## src/rtl/sha256_pkg.sv

```systemverilog
// SHA-256 shared types, schedule constants and the small sigma functions.
// Used by the message schedule and its sigma adder.
package sha256_pkg;

  typedef logic [31:0] word_t;

  localparam int SCHED_WIN  = 16;
  localparam int MAX_ROUNDS = 64;

  typedef enum logic [0:0] {
    LOAD   = 1'b0,
    EXPAND = 1'b1
  } state_t;

  typedef struct packed {
    logic       valid;
    logic       last;
    logic [5:0] index;
    word_t      word;
  } sched_out_t;

  // ROTR7 ^ ROTR18 ^ SHR3
  function automatic word_t sigma0(input word_t x);
    return {x[6:0], x[31:7]}
         ^ {x[17:0], x[31:18]}
         ^ {3'b000, x[31:3]};
  endfunction

  // ROTR17 ^ ROTR19 ^ SHR10
  function automatic word_t sigma1(input word_t x);
    return {x[16:0], x[31:17]}
         ^ {x[18:0], x[31:19]}
         ^ {10'd0, x[31:10]};
  endfunction

endpackage

```

## src/rtl/sha256_sched_sigma.sv

```systemverilog
// Next schedule word from the 16-word window taps.
// sum = sigma1(w14) + w9 + sigma0(w1) + w0, mod 2^32.
module sha256_sched_sigma
  import sha256_pkg::*;
(
  input  word_t w0,
  input  word_t w1,
  input  word_t w9,
  input  word_t w14,
  output word_t sum
);

  assign sum = sigma1(w14) + w9 + sigma0(w1) + w0;

endmodule

```

## src/rtl/sha256_msg_schedule.sv

```systemverilog
// SHA-256 message schedule: 16 words in, W[0..ROUNDS-1] out.
// Optional synchronous flush port under SHA256_SCHED_FLUSH_EN.
module sha256_msg_schedule
  import sha256_pkg::*;
#(
  parameter int ROUNDS = 64
) (
  input  logic        clk,
  input  logic        rst_n,
`ifdef SHA256_SCHED_FLUSH_EN
  input  logic        flush,
`endif
  input  logic        in_valid,
  output logic        in_ready,
  input  logic [31:0] in_word,
  output logic        out_valid,
  input  logic        out_ready,
  output logic [31:0] out_word,
  output logic [5:0]  out_index,
  output logic        out_last,
  output logic        busy
);

  localparam logic [6:0] T_WIN  = 7'(SCHED_WIN);
  localparam logic [6:0] T_END  = 7'(ROUNDS);
  localparam logic [5:0] I_LAST = 6'(ROUNDS - 1);
  localparam bit         HAS_EXP = (ROUNDS > SCHED_WIN);

  state_t     state;
  logic [6:0] t;
  word_t      win [SCHED_WIN];
  sched_out_t oreg;

  word_t wexp;
  word_t wnew;
  logic  flush_i;
  logic  advance;
  logic  load;
  logic  expand;
  logic  handoff;

`ifdef SHA256_SCHED_FLUSH_EN
  assign flush_i = flush;
`else
  assign flush_i = 1'b0;
`endif

  sha256_sched_sigma u_sigma (
    .w0  (win[0]),
    .w1  (win[1]),
    .w9  (win[9]),
    .w14 (win[14]),
    .sum (wexp)
  );

  assign advance  = !oreg.valid || out_ready;
  assign in_ready = (state == LOAD) && (t < T_WIN)
                 && advance && !flush_i;
  assign load     = in_valid && in_ready;
  assign expand   = (state == EXPAND) && (t < T_END)
                 && advance && !flush_i;
  assign handoff  = oreg.valid && out_ready && oreg.last;
  assign wnew     = load ? in_word : wexp;

  always_ff @(posedge clk or negedge rst_n) begin
    if (!rst_n) begin
      for (int i = 0; i < SCHED_WIN; i++) win[i] <= '0;
    end else if (load || expand) begin
      for (int i = 0; i < SCHED_WIN - 1; i++) win[i] <= win[i+1];
      win[SCHED_WIN-1] <= wnew;
    end
  end

  always_ff @(posedge clk or negedge rst_n) begin
    if (!rst_n) begin
      state <= LOAD;
      t     <= '0;
      oreg  <= '0;
    end else if (flush_i) begin
      state      <= LOAD;
      t          <= '0;
      oreg.valid <= 1'b0;
    end else begin
      unique case (1'b1)
        load, expand: begin
          oreg.valid <= 1'b1;
          oreg.word  <= wnew;
          oreg.index <= t[5:0];
          oreg.last  <= (t[5:0] == I_LAST);
          t          <= t + 7'd1;
          if (load && HAS_EXP && t == T_WIN - 7'd1)
            state <= EXPAND;
        end
        // last word leaves: window restarts on the next block
        handoff: begin
          oreg.valid <= 1'b0;
          t          <= '0;
          state      <= LOAD;
        end
        default: begin
          if (advance) oreg.valid <= 1'b0;
        end
      endcase
    end
  end

  assign out_valid = oreg.valid;
  assign out_word  = oreg.word;
  assign out_index = oreg.index;
  assign out_last  = oreg.last;
  assign busy      = (t != '0) || oreg.valid;

endmodule

```

## config.mk

```make
export PLATFORM = sky130hd
export DESIGN_NAME = sha256_msg_schedule
export DESIGN_NICKNAME = d
export VERILOG_FILES = /design/src/rtl/sha256_pkg.sv /design/src/rtl/sha256_sched_sigma.sv /design/src/rtl/sha256_msg_schedule.sv
export SDC_FILE = /design/constraint.sdc
export NUM_CORES = 1
export LEC_CHECK = 0
export CAP_MARGIN = 10
export CORE_UTILIZATION = 49
export CTS_CLUSTER_DIAMETER = 200
export DETAILED_ROUTE_END_ITERATION = 6
export HOLD_SLACK_MARGIN = 0.03
export PLACE_DENSITY_LB_ADDON = 0.15
export SYNTH_ARGS = -nofsm -noshare
export SYNTH_HDL_FRONTEND = slang
export SYNTH_HIERARCHICAL = 1
export SYNTH_SLANG_ARGS = --single-unit
```

## constraint.sdc

```tcl
create_clock -name clk -period 3.9 [get_ports clk]
set_clock_uncertainty 0.05 [all_clocks]
set_input_delay 0.78 -clock clk [delete_from_list [all_inputs] [get_ports clk]]
set_output_delay 0.78 -clock clk [all_outputs]
set_load 0.03 [all_outputs]
```

* After elaboration in Yosys (flattened, before gate mapping)
Index checks and enable logic that the tools add are counted.
** Storage, ports and cells
- Output and inout port bits :: 42
- Bits in registers :: 560
- Word-level logic and storage cells :: 59
- Input bits :: 36
** Cells by class
- $add $sub $neg :: 4
- Multiplexer cells :: 6
- Bitwise operators :: 5
- Reduce and logical (&&, ||, !) cells :: 17
- Equal/unequal tests :: 3
- $lt $le $gt $ge :: 2
** Operators with widths (number)
- 32-bit adder :: 3
- 32-bit bitwise XOR :: 2
- 32-bit two-way mux :: 1
- 32-bit by 22-bit bitwise XOR with 32-bit output :: 1
- 32-bit by 29-bit bitwise XOR with 32-bit output :: 1
- 7-bit one-hot mux with 2 select lines :: 1
- 1-bit logical AND :: 8
- 7-bit by 1-bit adder with 7-bit output, second input constant :: 1
- 7-bit by 4-bit equality test with 1-bit output, second input constant :: 1
- 7-bit by 5-bit < comparator with 1-bit output, second input constant :: 1
- 7-bit < comparator, second input constant :: 1
- 7-bit nonzero test :: 1
- 6-bit equality test, second input constant :: 1
- 1-bit one-hot mux with 2 select lines :: 2
- 1-bit logical OR :: 3
- 3-bit nonzero test :: 1
- 1-bit two-way mux :: 2
- 2-bit != test, second input constant :: 1
- 2-bit AND reduction :: 1
- 2-bit nonzero test :: 1
- 2-bit OR reduction :: 1
- 1-bit zero test :: 1
- 1-bit NOT :: 1

* Logic depth before layout (Yosys ltp)
- Depth in word-level cells :: 7
- Mapped depth :: 17
- Depth with buffers taken out :: 17

* By module
Netlist, hierarchy kept.
** By module, submodules not included
- sha256_msg_schedule :: times used 1, seq. area each 13212.7 sq um, cells an instance 1262, area an instance 20101.8 sq um
- sha256_sched_sigma :: times used 1, seq. area each 0.0 sq um, cells an instance 496, area an instance 4241.6 sq um

* Least setup slack after synthesis
OpenSTA, ideal clock, no wires.
- Path type :: register -> register
- From :: register win[456] (netlist bit)
- To :: register win[25] (netlist bit)
- Path buffers :: 0
- Required time :: 3726 ps
- Period minus slack after synthesis :: 3902 ps
- Data arrival time :: 3728 ps
- Setup time :: 124 ps
- Cell stages (with the launch flop) :: 17
- Path slack :: -2 ps
- Cells stage by stage :: dfrtp_1 xor2_1 xnor2_1 fa_1 fa_1 inv_1 ha_1 fa_1 a21o_1 a221oi_4 o211a_1 o21bai_1 a21oi_1 o21bai_1 xor2_1 a22oi_1 nand2_1
** Between the ends
- Word-level cells in the longest chain between the ends :: 5
** Ends and longest elaborated chain
- start: declaration :: line sha256_msg_schedule.sv:31 : word_t win [SCHED_WIN];
- start signal: indexed assignment :: line sha256_msg_schedule.sv:70 : win[SCHED_WIN-1] <= wnew;
- 32-bit bitwise XOR :: line sha256_pkg.sv:25 : ^ {x[17:0], x[31:18]}
- 32-bit by 29-bit bitwise XOR with 32-bit output (*) :: line sha256_pkg.sv:26 : ^ {3'b000, x[31:3]};
- 32-bit adder (*) (2 in a row) :: line sha256_sched_sigma.sv:13 : assign sum = sigma1(w14) + w9 + sigma0(w1) + w0;
- via wexp[25] :: line sha256_msg_schedule.sv:34 : word_t wexp;
- 32-bit two-way mux (*) :: line sha256_msg_schedule.sv:63 : assign wnew = load ? in_word : wexp;
The timed path passes the listed nets; every way through them passes the cells marked *.
A chain may end at the register's enable or synchronous reset.

* Worst setup path after layout
- From :: register win[456] (netlist bit)
- To :: register win[28] (netlist bit)
The elaborated chain is that of the path after synthesis.

==> qor.txt <==
Max Clock Freq = 244 MHz
Count of H-tree levels built during CTS = 2
Vias after detailed routing = 14100
Headroom to the max-slew limit = 42.4%
X dimension of the die = 225 um
Top cell family by delay on the critical path = adder cells
Number of global-route vias before repair = 14800
Final Hold Fails = 0
Relative area change from synthesis to final layout = 19.4%
Total buffers and inverters traversed by the critical path = 3
Number of nets in the layout = 2101
Number of enable-type register cells in the synthesized netlist = 0
Register area = 0.0132 mm2
Overflow left after global routing = 0
Unrepaired setup endpoints after global routing = yes
CP max stage delay = 0.54 ns
Routability-driven placement congestion ratio = 0.926
Crit path required time = 4.34 ns
Flop and latch count out of synthesis = 528
Deepest clock path buffer count = 3
WL per Instance = 21.5 um
Run status = finished, violations left
YS warnings = 6
Clock sink count = 528
Post-synthesis async set-or-reset flop share = 100%
Number of distinct library cell variants in the gate-level netlist after synthesis = 61
Buffers added on ports = 77
Height of the chip = 225 um
Violated checks = negative setup slack
Total area of multi-input combinational cells = 0.0105 mm2
CTS tree = built
Initial antenna violation count = 1
Detailed Routing Iterations Pass 1 = 5
Wire length of the first global-routing pass = 88600 um
Clk slew on worst S/H paths = 0.06 ns
Effective utilization at floorplan = 49.7%
Detail Placement HPWL = 42100 um
Number of fill cells = 3885
Maximum number of pins on one net before global-route repair = 118
Least-Margin Pin Slew = 0.864 ns
Top fanout value on the critical path = 5
Residual antenna-violating net count after detailed routing = 0
Clock tree root buffer cell = clkbuf_16
Synth Net Count = 1889
Final count of pins violating max slew = 0
Setup violation total in the final timing report = 22
Cell at the slowest stage of the critical path = fa_1
Worst hold-check path type = input pin to asynchronous set/reset pin
Kind of end point of the critical path = flop
Post-synthesis instance total = 1758
Final instance count without filler cells = 2674
Top Ports = 78
Number of placement rows = 81
Via density per instance = 5.26
Clock latency of the later-clocked register in the worst-skew pair = 0.62 ns
Final period demand of the worst path = 4.09 ns
Diodes inserted = 0
Crit path cell chain = buf_4, xor2_2, xnor2_2, fa_1, inv_2, fa_1, ha_4, and3_4, a221oi_4, buf_4, nand2b_4, o221ai_4, nor2b_1, a21oi_1, xnor2_1, a22oi_1, nand2_1
DRC = 0
Launching element type of the critical path = flop
Synthesized area per cell = 13.8 um2
Seq/Total Area, Yosys = 54.3%
Cell area after synthesis = 0.0243 mm2
Hold bufs inserted after CTS = 0
Final period util = 105%
Critical path class = flop to flop
Max-cap viol count = 0
Ratio of cells with drive above 1 in the final layout = 40.7%
Cells after DPL = 2572
Area enclosed by the die boundary = 0.0506 mm2
Most used flip-flop cell after synthesis = dfrtp_1
GRT Resource Usage Total = 23.3%
Iter 0 DRT Violations = 781
Area of the core = 0.0490 mm2
Worst endpoint data arrival time = 4.54 ns
Clock buffer count from CTS = 54
Final setup slack of the worst path = -0.194 ns
Total routed wirelength = 57400 um
==> cells in the mapped netlist (6+ instances only) <==
library cell / number / area share (%)
inv_1: 103 / 1.6
fa_1: 62 / 5.1
nand2b_1: 9 / 0.23
and3_1: 6 / 0.15
dfrtp_1: 528 / 54
nor3_1: 8 / 0.16
nand3_1: 39 / 0.80
mux2_2: 478 / 22
buf_2: 42 / 0.86
xor2_1: 63 / 2.3
mux2_1: 6 / 0.28
a21o_1: 11 / 0.34
nor2_1: 11 / 0.17
a22oi_1: 32 / 0.99
a21oi_1: 37 / 0.76
o21ai_0: 18 / 0.37
nand2_1: 60 / 0.93
xnor2_1: 85 / 3.1
ha_1: 33 / 1.7
o21a_1: 6 / 0.19
buf_4: 33 / 1.0
clkbuf_1: 22 / 0.34
==> worst reg2reg max path, delay by kind of cell, from the launching register on <==
kind / cells / cell delay [ns]
compound gates: 4 / 0.80
xor+xnor: 3 / 0.47
fa+ha+maj: 3 / 1.31
buf+inv: 3 / 0.39
flops: 1 / 0.39
simple gates: 4 / 0.54
==> logic make-up (layout without fill, tap and decap cells) <==
group                    count (synthesis)  in the layout  share of synthesized area (%)
XOR/XNOR                               148            148                           5.32
multiplexers                           489            489                           22.6
flip-flops                             528            528                           54.3
AO/OA/AOI/OAI                          136            136                           3.92
adder cells (fa/ha/maj)                 95             95                           6.79
AND/OR/NAND/NOR                        154            154                           3.09
buffers and inverters                  208            460                           4.00
==> final timing paths <==
check                        startpoint           end  slack, ns  cells past startpoint
max                            win[456]       win[28]      -0.19                     17
min                               rst_n        win[0]       0.04                      1
min in group clk           out_index[2]  out_index[2]       0.44                      1
max in group asynchronous         rst_n      win[170]       2.70                      2
min reg2reg                out_index[2]  out_index[2]       0.44                      1
max reg2reg                    win[456]       win[28]      -0.19                     17
==> layout make-up <==
cell class | instances | area share, %
Clock inverter | 22 | 0.891
Multi-Input combinational cell | 1022 | 36.3
Tap cell | 664 | 2.86
Clock buffer | 74 | 5.18
Sequential cell | 528 | 45.5
Inverter | 103 | 1.33
Timing Repair Buffer | 261 | 8.00
==> routing by layer <==
layer	routed length, um	share of wire, %	track usage (%)
met1	26800	47	33.0
met2	26700	47	36.8
met3	2040	3.6	3.16
met4	1860	3.2	8.71
met5	0	0	0
==> state kept, by name (all words and copies together), names as in the netlist <==
| name | count |
|---|---|
| out_valid | 1 |
| out_last | 1 |
| out_index | 6 |
| state | 1 |
| win | 512 |
| t | 7 |
==> placed cells by master (no fill, tap or decap), types with 12 or more instances in the layout <==
cell	count
xnor2_1	79
clkbuf_1	12
fa_1	60
buf_4	167
nand2_1	55
ha_1	28
buf_12	12
mux2_2	478
inv_1	101
nand3_1	38
clkdlybuf4s50_1	76
a22oi_1	30
clkinv_2	12
clkbuf_16	54
dfrtp_1	526
xor2_1	58
a21oi_1	27
==> repair_timing <==
item | in CTS | in global routing
endpoints found under the setup margin | 24 | 23
pin swaps | 53 | 23
setup buffers | 6 | 2
gates resized for setup | 63 | 21
==> stage by stage <==
step	setup TNS [ns]	hold slack (ns)	setup slack, ns	utilization [%]	instance area [um2]
after floorplan	0	0.404	0.0118	-	24300
after global placement	-5.53	0.413	-0.509	54.9	26900
after detailed placement	-7.53	0.431	-0.602	54.9	26900
after CTS	-2.55	0.162	-0.194	59.2	29000
after global routing	-6.28	0.125	-0.393	59.4	29100
final	-2.49	0.0430	-0.194	59.4	29100
Power is left out: the tool's default activity adds up to more than one toggle a clock period on the data nets, which glitch-free logic cannot reach.
